[src/rtl/sample_acquisition_az.sv]
// Precharge/auto-zero acquisition sequencer: BOOT, SETTLE, HI, PC_RESTORE, LO, END phases.
// Define SAMPLE_ACQ_MONITOR_EN to drive the debug monitor bus; otherwise it is tied to zero.
module sample_acquisition_az #(
  parameter int AZMUX_W = 4,
  parameter int PC_W    = 24,
  parameter int DUR_W   = 32,
  parameter int CNT_W   = 16
) (
  input  logic               clk,
  input  logic               reset,
  input  logic [1:0]         mode,
  input  logic               run,
  input  logic [AZMUX_W-1:0] azmux_hi_val,
  input  logic [AZMUX_W-1:0] azmux_lo_val,
  input  logic [PC_W-1:0]    clk_count_precharge_n,
  input  logic [DUR_W-1:0]   clk_sample_duration,
  output logic               sw_pc_ctl,
  output logic [AZMUX_W-1:0] azmux,
  output logic               sample_valid,
  output logic               sample_is_hi,
  output logic [CNT_W-1:0]   cycle_count,
  output logic               busy,
  output logic               led0,
  output logic [7:0]         monitor
);

  localparam int CW = (PC_W > DUR_W) ? PC_W : DUR_W;

  typedef enum logic [2:0] {
    S_IDLE       = 3'd0,
    S_BOOT       = 3'd1,
    S_SETTLE     = 3'd2,
    S_HI         = 3'd3,
    S_PC_RESTORE = 3'd4,
    S_LO         = 3'd5,
    S_END        = 3'd6
  } state_t;

  state_t             state, nxt_state;
  logic [CW-1:0]      cnt, nxt_cnt;
  logic [1:0]         mode_l, nxt_mode;
  logic [PC_W-1:0]    pc_l, nxt_pc;
  logic [DUR_W-1:0]   dur_l, nxt_dur;
  logic               nxt_valid, nxt_sw;
  logic [AZMUX_W-1:0] nxt_az;

  // The counter holds remaining clocks minus one, so a zero length still yields one clock.
  function automatic logic [CW-1:0] load_pc(input logic [PC_W-1:0] n);
    return (n == '0) ? '0 : CW'(n) - CW'(1);
  endfunction

  function automatic logic [CW-1:0] load_dur(input logic [DUR_W-1:0] n);
    return (n == '0) ? '0 : CW'(n) - CW'(1);
  endfunction

  always_comb begin
    nxt_state = state;
    nxt_cnt   = cnt;
    nxt_mode  = mode_l;
    nxt_pc    = pc_l;
    nxt_dur   = dur_l;
    case (state)
      S_IDLE, S_END: begin
        if (run && mode != 2'd0) begin
          nxt_mode  = mode;
          nxt_pc    = clk_count_precharge_n;
          nxt_dur   = clk_sample_duration;
          nxt_state = (state == S_IDLE) ? S_BOOT : S_SETTLE;
          nxt_cnt   = load_pc(clk_count_precharge_n);
        end else begin
          nxt_state = S_IDLE;
        end
      end
      S_BOOT, S_SETTLE, S_HI, S_PC_RESTORE, S_LO: begin
        if (cnt != '0) begin
          nxt_cnt = cnt - CW'(1);
        end else begin
          case (state)
            S_BOOT:   begin nxt_state = S_SETTLE;     nxt_cnt = load_pc(pc_l);   end
            S_SETTLE: begin nxt_state = S_HI;         nxt_cnt = load_dur(dur_l); end
            S_HI:     begin nxt_state = S_PC_RESTORE; nxt_cnt = load_pc(pc_l);   end
            S_PC_RESTORE: begin
              if (mode_l == 2'd3) begin
                nxt_state = S_END;
              end else begin
                nxt_state = S_LO;
                nxt_cnt   = load_dur(dur_l);
              end
            end
            default:  nxt_state = S_END;
          endcase
        end
      end
      default: nxt_state = S_IDLE;
    endcase
  end

  // Outputs are derived from the state being entered so they register on the entry edge.
  always_comb begin
    nxt_valid = (nxt_state == S_HI || nxt_state == S_LO) && (nxt_cnt == '0);
    nxt_sw    = (nxt_state == S_HI);
    case (nxt_state)
      S_SETTLE, S_HI, S_PC_RESTORE: nxt_az = (nxt_mode == 2'd1) ? azmux_lo_val : azmux_hi_val;
      S_END:                        nxt_az = (nxt_mode == 2'd3) ? azmux_hi_val : azmux_lo_val;
      default:                      nxt_az = azmux_lo_val;
    endcase
  end

  always_ff @(posedge clk or posedge reset) begin
    if (reset) begin
      state        <= S_IDLE;
      cnt          <= '0;
      mode_l       <= '0;
      pc_l         <= '0;
      dur_l        <= '0;
      sw_pc_ctl    <= 1'b0;
      azmux        <= '0;
      sample_valid <= 1'b0;
      sample_is_hi <= 1'b0;
      cycle_count  <= '0;
      busy         <= 1'b0;
      led0         <= 1'b0;
    end else begin
      state        <= nxt_state;
      cnt          <= nxt_cnt;
      mode_l       <= nxt_mode;
      pc_l         <= nxt_pc;
      dur_l        <= nxt_dur;
      sw_pc_ctl    <= nxt_sw;
      azmux        <= nxt_az;
      sample_valid <= nxt_valid;
      sample_is_hi <= nxt_valid && (nxt_state == S_HI);
      busy         <= (nxt_state != S_IDLE);
      led0         <= nxt_sw;
      if (nxt_state == S_END) cycle_count <= cycle_count + CNT_W'(1);
    end
  end

`ifdef SAMPLE_ACQ_MONITOR_EN
  logic [7:0] monitor_r;
  always_ff @(posedge clk or posedge reset) begin
    if (reset) monitor_r <= 8'h00;
    else       monitor_r <= {3'b000, nxt_sw, nxt_valid, nxt_state};
  end
  assign monitor = monitor_r;
`else
  assign monitor = 8'h00;
`endif

endmodule

[config.mk]
export PLATFORM = sky130hd
export DESIGN_NAME = sample_acquisition_az
export DESIGN_NICKNAME = d
export VERILOG_FILES = /design/src/rtl/sample_acquisition_az.sv
export SDC_FILE = /design/constraint.sdc
export NUM_CORES = 1
export LEC_CHECK = 0
export BUFFER_PORTS_ARGS = -buffer_cell sky130_fd_sc_hd__clkbuf_2
export CAP_MARGIN = 5
export CORE_MARGIN = 5
export CORE_UTILIZATION = 30
export DETAILED_ROUTE_END_ITERATION = 10
export PLACE_DENSITY = 0.58
export REMOVE_ABC_BUFFERS = 1
export SETUP_SLACK_MARGIN = 0.5
export SYNTH_ARGS = -nofsm -noshare
export SYNTH_HDL_FRONTEND = slang
export SYNTH_SLANG_ARGS = --single-unit
[constraint.sdc]
create_clock -name clk -period 6.1 [get_ports clk]
set_clock_uncertainty 0.1 [all_clocks]
set_input_delay 1.22 -clock clk [delete_from_list [all_inputs] [get_ports clk]]
set_output_delay 1.22 -clock clk [all_outputs]
set_load 0.05 [all_outputs]
==> key figures <==
Die
  • Starting density of the core: 0.302
  • Die height: 171 um
  • Die area: 29300 um^2
  • Ports: 102
  • Row cnt: 59
  • Total core area: 25800 um^2
  • Chip width: 171 um

Setup path
  • Crit-path max cell delay: 890 ps
  • CP arrival: 4750 ps
  • WS Path Type: reg2reg
  • Crit start category: register
  • CP Cell Sequence: inv_1, ha_1, nor4b_1, nand4_1, o31ai_2, o21ai_0, a211o_1, or3_1, or4_1, nor4_1
  • Worst path slowest cell: o31ai_2
  • Crit end category: register
  • Required time worst endpoint: 6300 ps
  • Worst-path fanout max: 9

Placed design
  • I/O Buffers: 93
  • Area after DPL: 8610 um^2
  • Final Wtd Congestion: 0.964
  • Hpwl dp: 20.0 mm

Drt
  • Total Wirelength: 26.7 mm
  • Vias: 7584
  • Pre-antenna DRT Iters: 7
  • Metal-1 WL: 12.0 mm
  • Vias per Instance: 5.47
  • Routed Antenna Nets: 0
  • DR top layer: met4
  • Iteration-0 DRC Markers: 659
  • Met2 wire length: 12.5 mm
  • Drt wl/cell: 19.2 um
  • Drt drc: 0
  • WL met3: 1.56 mm

Logic synthesis
  • Post-synth top area cell: dfrtp_1
  • Synthesis-stage register bit count: 117
  • Yosys warnings: 0
  • Post-synthesis sequential area ratio: 0.375
  • Syn Inst Count: 955
  • Most used DFF post-synth: dfrtp_1
  • Synth cell types: 68
  • Post-Syn Area: 7810 um^2
  • Top cells by area, synth: dfrtp_1 (38%), nand2_1 (10%), xnor2_1 (5.6%)
  • Async set-reset flop share out of synthesis: 1.00
  • List of most frequent post-synthesis cells: nand2_1 (216), dfrtp_1 (117), nor2_1 (58)
  • EDFF count, synth: 0
  • Most frequent cell after synthesis: nand2_1
  • Share of the synthesized area in the top cell type: 0.375
  • Syn avg cell area: 8.17 um^2

GRT
  • Grt ovf: 0
  • Vias in the first global route: 7186
  • GRT Overall Usage: 0.181
  • Initial antenna violation count: 0
  • First-pass GRT wire length: 41.5 mm
  • Largest net degree at the start of global routing: 63

Clock network
  • Max clock buf depth: 2
  • Clk Latency, worst-skew pair: 430 ps
  • Total clock buffers created by CTS: 17
  • Clock Sinks: 117
  • Post-CTS Setup Inserts: 0
  • CTS clk-pin slew, worst paths: 50 ps
  • H-tree Lvls: 4
  • CTS Hold Bufs: 0
  • CTS root buf: clkbuf_16
  • Post-CTS sizing: 0
  • CTS tree: yes

Layout
  • Final Net Count: 1115
  • Ant. Diodes: 0
  • FILL cells: 2734
  • Layout area overhead: 18.4%
  • Share of post-route cells with drive strength above 1: 0.154
  • Finished Cell Area: 9240 um^2

Pwr
  • LEAKAGE: 3.92 nW
  • Sw frac: 0.263
  • Power, Total: 2.25 mW
  • Pint: 1.66 mW
  • VDD IR max: 176 uV
  • Flop pwr share: 0.391
  • Pwr Density: 243 nW/um^2
  • Clock power frac: 0.493
  • Net Switching: 0.593 mW
  • Combinational share of power: 0.116

Timing
  • Final setup fails: 0
  • Hold Fails Final Rpt: 0
  • Max-slew headroom: 0.338
  • Final Max Slew Viols: 0
  • Final period util: 0.744
  • RSZ-0062 raised after global routing: no
  • Measured slew at the worst slew-check pin: 987 ps
  • Post-route minimum period: 4540 ps
  • Total negative slack: 0 ps
  • Max Clk Rate: 220 MHz

Worst hold path
  • Worst hold path type: reg2reg

Status
  • Status: complete, no violations

Run
  • Max_cap viols: 0
routing by layer:
metal	GRT usage	up-vias
met5	0	-
met4	0.0630	0
met3	0.0292	39
met2	0.288	289
met1	0.251	3657
li1	-	3599
final timing paths:
| kind | start | end | slack (ps) | cells past startpoint |
|---|---|---|---|---|
| max in group asynchronous | reset | pc_l[19] | 3810 | 3 |
| hold / removal | cycle_count[15] | cycle_count[15] | 370 | 1 |
| hold reg to reg | cycle_count[15] | cycle_count[15] | 370 | 1 |
| setup / recovery | cnt[0] | sample_is_hi | 1560 | 10 |
| min in group asynchronous | reset | azmux[3] | 840 | 2 |
| setup reg to reg | cnt[0] | sample_is_hi | 1560 | 10 |
sequential cells by signal (all words and copies together), names as in the netlist, 2 cells and up:
name,flops
dur_l,32
azmux,4
state,3
pc_l,24
mode_l,2
cycle_count,16
cnt,32
cells by family (layout without fill, tap and decap cells):
logic type	count (synthesis)	after routing	synth area share
simple gates	487	487	0.306
compound gates	175	175	0.152
flops	117	117	0.375
xor+xnor	92	92	0.103
buf+inv	67	156	0.0388
mux	9	9	0.0127
fa+ha+maj	7	7	0.0112
other cells	1	8	0.000480
through the flow:
stage                     hold WS [ps]  setup slack [ps]   util  std cells
after floorplan                    369              1480      -        911
after detailed placement           373              1290  0.333       1355
after global routing               396              1340  0.358       1386
final                              371              1560  0.358       1386
after CTS                          383              1690  0.358       1386
after global placement             361              1470  0.333       1355
cells in the final DEF (no fill, tap or decap), types with 9 or more instances in the layout:
cell,count
o22ai_1,13
or3_1,15
nand4_1,19
clkbuf_2,93
nor2_1,57
nand2_1,216
xnor2_1,50
nor4_1,42
a21oi_1,29
a31oi_1,15
dfrtp_1,117
nand3_1,22
inv_1,15
nor3_1,39
clkbuf_16,17
o211ai_1,9
o21ai_0,38
buf_4,16
or4_1,17
xor2_1,42
area by class of cell:
| type | instances | area, um^2 | share of cell area |
|---|---|---|---|
| Tap cell | 335 | 419 | 0.0453 |
| Clock buffer | 21 | 460 | 0.0498 |
| Sequential cell | 117 | 2930 | 0.317 |
| Multi-Input combinational cell | 778 | 4610 | 0.499 |
| Inverter | 16 | 62.6 | 0.00677 |
| Timing Repair Buffer | 109 | 586 | 0.0633 |
| Clock inverter | 10 | 178 | 0.0192 |
critical path: cells and delay by family (launching register included):
family,cells,cell delay (ps)
simple gates,5,2010
buf+inv,1,100
flops,1,420
fa+ha+maj,1,250
compound gates,3,1560
power by group through the flow:
stage | registers [mW] | logic [mW] | clock network [mW]
after floorplan | 0.875 | 0.166 | 0
after global placement | 0.890 | 0.256 | 0
after detailed placement | 0.890 | 0.259 | 0
after CTS | 0.878 | 0.260 | 1.13
after global routing | 0.885 | 0.287 | 1.16
final | 0.880 | 0.262 | 1.11
No activity file was read; power rests on OpenSTA's default activity.
